[config.mk]
export PLATFORM = sky130hd
export DESIGN_NAME = mem_arbiter_flat
export DESIGN_NICKNAME = d
export VERILOG_FILES = /design/src/rtl/mem_arbiter_pkg.sv /design/src/rtl/mem_arbiter_if.sv /design/src/rtl/mem_arbiter.sv /design/src/flat_wrapper.sv
export SDC_FILE = /design/constraint.sdc
export NUM_CORES = 1
export LEC_CHECK = 0
export BUFFER_PORTS_ARGS = -buffer_cell sky130_fd_sc_hd__buf_2
export CAP_MARGIN = 20
export CORE_UTILIZATION = 32
export DETAILED_ROUTE_END_ITERATION = 6
export SYNTH_ARGS = -nofsm -noshare
export SYNTH_HDL_FRONTEND = slang
export SYNTH_SLANG_ARGS = --single-unit
[constraint.sdc]
create_clock -name clk -period 4.9 [get_ports clk]
set_clock_uncertainty 0.05 [all_clocks]
set_input_delay 0.245 -clock clk [delete_from_list [all_inputs] [get_ports clk]]
set_output_delay 0.245 -clock clk [all_outputs]
set_load 0.005 [all_outputs]
[src/rtl/mem_arbiter_pkg.sv]
// Shared encodings for the fetch/data memory arbiter: FSM states, grant owner
// and default parameter values.
package mem_arbiter_pkg;

   typedef enum logic [1:0] {
      IDLE = 2'b00,
      BUSY = 2'b01,
      RESP = 2'b10
   } state_t;

   typedef enum logic {
      GNT_I = 1'b0,
      GNT_D = 1'b1
   } gnt_t;

   localparam int unsigned STARVE_MAX_DEF = 4;
   localparam int unsigned AW_DEF         = 32;
   localparam int unsigned DW_DEF         = 32;

endpackage

[src/rtl/mem_arbiter_if.sv]
// Bus bundle between the fetch port, data port, arbiter and memory.
// slave = the arbiter's view, master = the surrounding pipeline and memory.
interface mem_arbiter_if #(
   parameter int unsigned AW = 32,
   parameter int unsigned DW = 32
);
   logic          i_req;
   logic [AW-1:0] i_addr;
   logic [DW-1:0] i_rdata;
   logic          i_ack;

   logic          d_req;
   logic          d_we;
   logic [AW-1:0] d_addr;
   logic [DW-1:0] d_wdata;
   logic [DW-1:0] d_rdata;
   logic          d_ack;

   logic          m_en;
   logic          m_we;
   logic [AW-1:0] m_addr;
   logic [DW-1:0] m_wdata;
   logic [DW-1:0] m_rdata;
   logic          m_ready;

   logic          stall_f;
   logic          stall_m;

   modport slave (
      input  i_req, i_addr, d_req, d_we, d_addr, d_wdata, m_rdata, m_ready,
      output i_rdata, i_ack, d_rdata, d_ack, m_en, m_we, m_addr, m_wdata,
             stall_f, stall_m
   );

   modport master (
      output i_req, i_addr, d_req, d_we, d_addr, d_wdata, m_rdata, m_ready,
      input  i_rdata, i_ack, d_rdata, d_ack, m_en, m_we, m_addr, m_wdata,
             stall_f, stall_m
   );
endinterface

[src/rtl/mem_arbiter.sv]
// Arbitrates a fetch port and a data port onto one memory port, one access at
// a time. Data has priority, but fetch wins after STARVE_MAX back-to-back data grants.
module mem_arbiter
   import mem_arbiter_pkg::*;
#(
   parameter int unsigned STARVE_MAX = STARVE_MAX_DEF,
   parameter int unsigned AW         = AW_DEF,
   parameter int unsigned DW         = DW_DEF
) (
   input  logic         clk,
   input  logic         reset,
   mem_arbiter_if.slave bus
);

   localparam int unsigned    CW      = (STARVE_MAX > 0) ? $clog2(STARVE_MAX + 1) : 1;
   localparam logic [CW-1:0]  CNT_MAX = CW'(STARVE_MAX);

   state_t        r_state, w_state_nxt;
   gnt_t          r_gnt, w_gnt;
   logic [CW-1:0] r_starve_cnt, w_starve_nxt;
   logic          w_grant;
   logic          r_m_we;
   logic [AW-1:0] r_m_addr;
   logic [DW-1:0] r_m_wdata;
   logic [DW-1:0] r_i_rdata;
   logic [DW-1:0] r_d_rdata;
   logic          w_i_ack, w_d_ack;

   // NOTE: every signal gets a default before the case so no path leaves it
   // unassigned; a missing default here would infer a latch.
   always_comb begin
      w_state_nxt  = r_state;
      w_starve_nxt = r_starve_cnt;
      w_grant      = 1'b0;
      w_gnt        = (bus.i_req && (!bus.d_req || r_starve_cnt == CNT_MAX)) ? GNT_I : GNT_D;
      case (r_state)
         IDLE: begin
            if (bus.i_req || bus.d_req) begin
               w_grant     = 1'b1;
               w_state_nxt = BUSY;
               if (w_gnt == GNT_D && bus.i_req)
                  w_starve_nxt = (r_starve_cnt == CNT_MAX) ? CNT_MAX : r_starve_cnt + 1'b1;
               else
                  w_starve_nxt = '0;
            end
         end
         BUSY:    if (bus.m_ready) w_state_nxt = RESP;
         RESP:    w_state_nxt = IDLE;
         default: w_state_nxt = IDLE;
      endcase
   end

   // NOTE: sequential state uses non-blocking assignments so every register
   // samples pre-edge values regardless of statement order.
   always_ff @(posedge clk or negedge reset) begin
      if (!reset) begin
         r_state      <= IDLE;
         r_starve_cnt <= '0;
      end else begin
         r_state      <= w_state_nxt;
         r_starve_cnt <= w_starve_nxt;
      end
   end

   // Request inputs are only looked at in IDLE; m_* is frozen for the whole access.
   always_ff @(posedge clk or negedge reset) begin
      if (!reset) begin
         r_gnt     <= GNT_I;
         r_m_we    <= 1'b0;
         r_m_addr  <= '0;
         r_m_wdata <= '0;
         r_i_rdata <= '0;
         r_d_rdata <= '0;
      end else begin
         if (w_grant) begin
            r_gnt     <= w_gnt;
            r_m_we    <= (w_gnt == GNT_D) && bus.d_we;
            r_m_addr  <= (w_gnt == GNT_I) ? bus.i_addr : bus.d_addr;
            r_m_wdata <= (w_gnt == GNT_D) ? bus.d_wdata : '0;
         end
         if (r_state == BUSY && bus.m_ready) begin
            if (r_gnt == GNT_I)
               r_i_rdata <= bus.m_rdata;
            else if (!r_m_we)
               r_d_rdata <= bus.m_rdata;
         end
      end
   end

   assign w_i_ack = (r_state == RESP) && (r_gnt == GNT_I);
   assign w_d_ack = (r_state == RESP) && (r_gnt == GNT_D);

   assign bus.i_ack   = w_i_ack;
   assign bus.d_ack   = w_d_ack;
   assign bus.i_rdata = r_i_rdata;
   assign bus.d_rdata = r_d_rdata;
   assign bus.m_en    = (r_state == BUSY);
   assign bus.m_we    = r_m_we;
   assign bus.m_addr  = r_m_addr;
   assign bus.m_wdata = r_m_wdata;
   assign bus.stall_f = bus.i_req & ~w_i_ack;
   assign bus.stall_m = bus.d_req & ~w_d_ack;

endmodule

[src/flat_wrapper.sv]
// flat-port wrapper written by rule: the top's interface ports become plain ports
module mem_arbiter_flat import mem_arbiter_pkg::*;
#(
   parameter int unsigned STARVE_MAX = STARVE_MAX_DEF,
   parameter int unsigned AW         = AW_DEF,
   parameter int unsigned DW         = DW_DEF
)
  (clk, reset, bus_i_req, bus_i_addr, bus_d_req, bus_d_we, bus_d_addr, bus_d_wdata, bus_m_rdata, bus_m_ready, bus_i_rdata, bus_i_ack, bus_d_rdata, bus_d_ack, bus_m_en, bus_m_we, bus_m_addr, bus_m_wdata, bus_stall_f, bus_stall_m);
  mem_arbiter_if #(.AW(AW), .DW(DW)) bus_i ();
  input  logic clk;
  input  logic reset;
  input wire logic [$bits(bus_i.i_req)-1:0] bus_i_req;
  input wire logic [$bits(bus_i.i_addr)-1:0] bus_i_addr;
  input wire logic [$bits(bus_i.d_req)-1:0] bus_d_req;
  input wire logic [$bits(bus_i.d_we)-1:0] bus_d_we;
  input wire logic [$bits(bus_i.d_addr)-1:0] bus_d_addr;
  input wire logic [$bits(bus_i.d_wdata)-1:0] bus_d_wdata;
  input wire logic [$bits(bus_i.m_rdata)-1:0] bus_m_rdata;
  input wire logic [$bits(bus_i.m_ready)-1:0] bus_m_ready;
  output wire logic [$bits(bus_i.i_rdata)-1:0] bus_i_rdata;
  output wire logic [$bits(bus_i.i_ack)-1:0] bus_i_ack;
  output wire logic [$bits(bus_i.d_rdata)-1:0] bus_d_rdata;
  output wire logic [$bits(bus_i.d_ack)-1:0] bus_d_ack;
  output wire logic [$bits(bus_i.m_en)-1:0] bus_m_en;
  output wire logic [$bits(bus_i.m_we)-1:0] bus_m_we;
  output wire logic [$bits(bus_i.m_addr)-1:0] bus_m_addr;
  output wire logic [$bits(bus_i.m_wdata)-1:0] bus_m_wdata;
  output wire logic [$bits(bus_i.stall_f)-1:0] bus_stall_f;
  output wire logic [$bits(bus_i.stall_m)-1:0] bus_stall_m;
  assign bus_i.i_req = bus_i_req;
  assign bus_i.i_addr = bus_i_addr;
  assign bus_i.d_req = bus_d_req;
  assign bus_i.d_we = bus_d_we;
  assign bus_i.d_addr = bus_d_addr;
  assign bus_i.d_wdata = bus_d_wdata;
  assign bus_i.m_rdata = bus_m_rdata;
  assign bus_i.m_ready = bus_m_ready;
  assign bus_i_rdata = bus_i.i_rdata;
  assign bus_i_ack = bus_i.i_ack;
  assign bus_d_rdata = bus_i.d_rdata;
  assign bus_d_ack = bus_i.d_ack;
  assign bus_m_en = bus_i.m_en;
  assign bus_m_we = bus_i.m_we;
  assign bus_m_addr = bus_i.m_addr;
  assign bus_m_wdata = bus_i.m_wdata;
  assign bus_stall_f = bus_i.stall_f;
  assign bus_stall_m = bus_i.stall_m;
  mem_arbiter #(.STARVE_MAX(STARVE_MAX), .AW(AW), .DW(DW)) u_core (.clk(clk), .reset(reset), .bus(bus_i));
endmodule
# Word-level counts from Yosys, hierarchy flattened

Index checks and enable logic that the tools add are counted.

Bitwise operators: 6
Multiplexer cells: 10
Equal/unequal tests: 5
Add/subtract/negate cells: 1
Reduce and logical (&&, ||, !) cells: 14

Operators by type and width:

| kind                | count |
|---|---|
| $mux 32             | 2 |
| $logic_and 1x1->1   | 6 |
| $mux 3              | 2 |
| $reduce_and 2->1    | 3 |
| $mux 2              | 2 |
| $not 1->1           | 4 |
| $pmux 2 s2          | 1 |
| $add 3x1->3 const B | 1 |
| $eq 3x3->1 const B  | 1 |
| $mux 1              | 3 |
| $reduce_and 3->1    | 1 |
| $and 1x1->1         | 2 |
| $eq 2x1->1 const B  | 1 |
| $eq 2x2->1 const B  | 1 |
| $logic_not 2->1     | 1 |
| $logic_or 1x1->1    | 2 |
| $ne 2x1->1 const B  | 1 |
| $ne 2x2->1 const B  | 1 |
| $logic_not 1->1     | 1 |

Bits of input ports: 134
Bits in registers: 135
Logic and storage cells: 44

# Depth between registers and ports, before layout

Depth in word-level cells: 6
Depth in mapped cells: 8
Mapped depth without buffers: 5

# Worst setup path after synthesis

No wires, ideal clock.

Path kind: register to register
Start point: reg u_core.r_starve_cnt[0]
End point: reg u_core.r_m_addr[15], in the netlist u_core.bus.m_addr[15]
Arrival time: 1507 ps
Period minus slack after synthesis: 1647 ps
Buffers on the path: 3
Setup time: 90 ps
Setup slack: 3253 ps
Required time: 4760 ps
Stages on the path, launching flop included: 9
Cells stage by stage: dfrtp_1 > inv_1 > ha_1 > a21bo_2 > buf_2 > and2_1 > buf_4 > buf_4 > o221ai_1

Longest elaborated chain between the ends: 4

RTL lines:

| what                   | RTL line          | RTL |
|---|---|---|
| start, declared        | mem_arbiter.sv:20 | `logic [CW-1:0] r_starve_cnt, w_starve_nxt;` |
| start signal, assigned | mem_arbiter.sv:61 | `r_starve_cnt <= w_starve_nxt;` |
| $eq 3x3->1             | mem_arbiter.sv:35 | `w_gnt = (bus.i_req && (!bus.d_req \|\| r_starve_cnt == CNT_MAX)) ? GNT_I : GNT_D;` |
| $logic_or 1x1->1       | mem_arbiter.sv:35 |  |
| $logic_and 1x1->1      | mem_arbiter.sv:35 |  |
| $mux 32                | mem_arbiter.sv:78 | `r_m_addr <= (w_gnt == GNT_I) ? bus.i_addr : bus.d_addr;` |
| end signal, assigned   | mem_arbiter.sv:78 |  |
| end, declared          | mem_arbiter.sv:23 | `logic [AW-1:0] r_m_addr;` |

Every way passes these cells.
A chain may end at the register's enable or synchronous reset.

# Final worst setup path

Start point: reg u_core.r_starve_cnt[0]
End point: reg u_core.r_m_addr[2], in the netlist u_core.bus.m_addr[2]

The elaborated chain is that of the path after synthesis.

==> flow_metrics.env <==
export IMPL_synth_cell_types=33
export IMPL_hold_path_cell_count=3
export IMPL_powerDensity_nw_per_um2=639
export IMPL_synth_area_per_cell_um2=12.3
export IMPL_syn_cell_area_um2=5810
export IMPL_gp_congestion=0.777
export IMPL_synthArstFlopShare_pct=100
export IMPL_clkLatencyLatePin_ps=410
export IMPL_port_buffers=267
export IMPL_drtIter0Drc=196
export IMPL_hold_violations=0
export IMPL_critPathLaunchType="register"
export IMPL_r2r_end="u_core.bus.m_addr[2]$_DFFE_PN0P_"
export IMPL_root_buffer="clkbuf_16"
export IMPL_antenna_left=0
export IMPL_report_final_slew_viol_count=0
export IMPL_cts_tree="yes"
export IMPL_grt_overflow=0
export IMPL_num_rows=48
export IMPL_hp_class="in -> reg"
export IMPL_diodes=0
export IMPL_hp_start="bus_d_wdata[11]"
export IMPL_grt_pass1_wl_um=25700
export IMPL_crit_fanout=36
export IMPL_ys_seq_elements=135
export IMPL_drive_gt1_share_pct=49.9
export IMPL_p_leak_uw=0.00387
export IMPL_status="complete, no violations"
export IMPL_grtUsageTotal_pct=18.1
export IMPL_grt_max_degree=95
export IMPL_postCtsSetupBuffers=0
export IMPL_ys_warn_count=0
export IMPL_h_tree_depth=4
export IMPL_cp_end_kind="register"
export IMPL_ys_flop_type="dfrtp_1"
export IMPL_power_uw=5110
export IMPL_wire_per_inst_um=17.3
export IMPL_setup_violations=0
export IMPL_drt_wl_total_um=16700
export IMPL_max_cap_violations=0
export IMPL_critPathArrivalTime_ps=2750
export IMPL_rsz0062_at_grt="no"
export IMPL_regArea_um2=3380
export IMPL_post_dp_hpwl_um=11700
export IMPL_fp_dieH_um=137
export IMPL_worstSetupPathType="reg -> reg"
export IMPL_reg2regPathDepth=6
export IMPL_nets=864
export IMPL_firstDrtPassIters=4
export IMPL_critPathRequiredTime_ps=5120
export IMPL_hold_path_end="u_core.bus.m_wdata[11]$_DFFE_PN0P_"
export IMPL_peakVddDrop_uv=324
export IMPL_clk_pin_slew_worst_paths_ps=60
export IMPL_cts_resized=0
export IMPL_fin_setup_tns_ps=0
export IMPL_multi_input_area_um2=2030
export IMPL_slew_headroom_pct=34.4
export IMPL_layout_worst_path_cycle_share_pct=51.7
export IMPL_drcViolationCount=0
export IMPL_avgViaCountPerCell=5.10
export IMPL_synth_edf_count=0
export IMPL_io_pins=268
export IMPL_numCtsBuffers=17
export IMPL_clock_sinks=135
export IMPL_area_growth_pct=37.7
export IMPL_num_vias=4928
export IMPL_first_global_vias=4950
export IMPL_netlist_instances=471
export IMPL_reg2reg_slack_ps=2370
export IMPL_core_area_um2=17500
export IMPL_die_area_um2=18700
export IMPL_max_freq_mhz=395
export IMPL_start_util_pct=33.2
export IMPL_cts_max_path_buffers=2
export IMPL_tightest_slew_ps=982
export IMPL_placed_area_um2=7220
export IMPL_fill_cells=1665
export IMPL_design_area_um2=7990
export IMPL_synth_seq_area_share_pct=58.2
export IMPL_syn_nets=607
export IMPL_post_route_min_period_ps=2530
export IMPL_worstReg2RegStart="u_core.r_starve_cnt[0]$_DFFE_PN0P_"
export IMPL_fp_dieW_um=137
export IMPL_grt_antenna_before_repair=0
==> what timing repair did <==
item / 4_1_cts / 5_1_grt
endpoints found under the hold margin: 104 / 0
setup endpoints to repair: 0 / 0
hold buffers: 11 / 0
==> layout by cell type, fill, tap and decap left out, types with 3 or more instances in the layout <==
cell,netlist,routed
o221ai_1,31,31
mux2_2,58,58
clkbuf_16,0,17
dfrtp_1,135,135
o2bb2ai_1,34,34
nand4_1,32,32
inv_1,38,38
buf_2,15,266
buf_4,5,4
mux2_1,6,6
dlygate4sd3_1,0,11
bufinv_16,0,3
inv_6,0,4
nand3_1,65,65
clkinvlp_4,0,3
==> through the flow <==
step | setup slack [ps] | hold slack [ps] | std cells | utilization (%)
floorplan | 3250 | -101 | 471 | -
detailed placement | 1840 | 345 | 921 | 41.3
CTS | 1850 | 0.238 | 964 | 45.5
global route | 2170 | 6.03 | 966 | 45.7
finish | 2370 | 24.2 | 966 | 45.7
global placement | 1940 | 330 | 920 | 41.2
==> worst max-delay path by stage <==
stage | start | end | cells after the start | slack (ps)
finish | u_core.r_starve_cnt[0]$_DFFE_PN0P_ | u_core.bus.m_addr[2]$_DFFE_PN0P_ | 6 | 2370
global route | u_core.r_starve_cnt[0]$_DFFE_PN0P_ | u_core.bus.m_addr[2]$_DFFE_PN0P_ | 6 | 2170
CTS | u_core.r_state[1]$_DFFE_PN0P_ | u_core.bus.m_wdata[7]$_DFFE_PN0P_ | 3 | 1850
detailed placement | u_core.r_state[1]$_DFFE_PN0P_ | u_core.bus.m_wdata[7]$_DFFE_PN0P_ | 3 | 1840
global placement | u_core.r_state[1]$_DFFE_PN0P_ | u_core.bus.m_wdata[2]$_DFFE_PN0P_ | 3 | 1940
floorplan | u_core.r_starve_cnt[0]$_DFFE_PN0P_ | u_core.bus.m_addr[15]$_DFFE_PN0P_ | 8 | 3250
==> routing by layer <==
metal,global-route usage [%],vias to the layer above,routed length [um]
met5,0,-,0
met4,7.35,0,318
met3,4.81,20,1310
met2,30.7,231,8310
met1,21.7,2432,6780
li1,-,2245,-
==> state kept, by name, summed over array words and instances (netlist names) <==
signal               count
u_core.r_state           2
u_core.bus.d_rdata      32
u_core.bus.m_we          1
u_core.r_gnt             1
u_core.bus.m_addr       32
u_core.bus.i_rdata      32
u_core.bus.m_wdata      32
u_core.r_starve_cnt      3
==> cell type report <==
type	instances	share of cell area, %
multi-input cells	251	25.4
repair buffers	285	19.4
flip-flops and latches	135	42.3
clock inverters	12	2.07
clock buffers	20	5.59
well taps	225	3.52
inverters	38	1.78
==> critical path, cell delays in order, from the launching register on <==
cell,delay [ps]
dfrtp_1,370
inv_1,90
ha_1,150
a21bo_2,580
and2_2,690
buf_12,280
o221ai_1,160
==> logic make-up (layout without fill, tap and decap cells) <==
group	count (synthesis)	after routing	synth area share, %
compound gates	72	72	10.8
fa+ha+maj	2	2	0.431
buf+inv	85	355	7.18
flops	135	135	58.2
mux	65	65	12.6
simple gates	112	112	10.9
==> Yosys cell counts (2+ instances only) <==
cell type | n | area share, %
a21oi_1 | 2 | 0.17
buf_1 | 3 | 0.19
buf_2 | 15 | 1.3
buf_4 | 5 | 0.65
buf_6 | 8 | 1.6
clkbuf_1 | 16 | 1.0
dfrtp_1 | 135 | 58
ha_1 | 2 | 0.43
inv_1 | 38 | 2.5
mux2_1 | 6 | 1.2
mux2_2 | 58 | 11
nand2b_1 | 2 | 0.22
nand3_1 | 65 | 5.6
nand4_1 | 32 | 3.4
nor2_1 | 3 | 0.19
o221ai_1 | 31 | 4.7
o2bb2ai_1 | 34 | 5.1
==> where the power goes <==
| group | total (uW) | internal (uW) | leakage, uW | switching, uW |
|---|---|---|---|---|
| sequential | 1950 | 1650 | 0.00165 | 298 |
| combinational | 1830 | 940 | 0.00193 | 892 |
| clock | 1320 | 822 | 0.000288 | 499 |
Power figures use the tool's default switching activity.
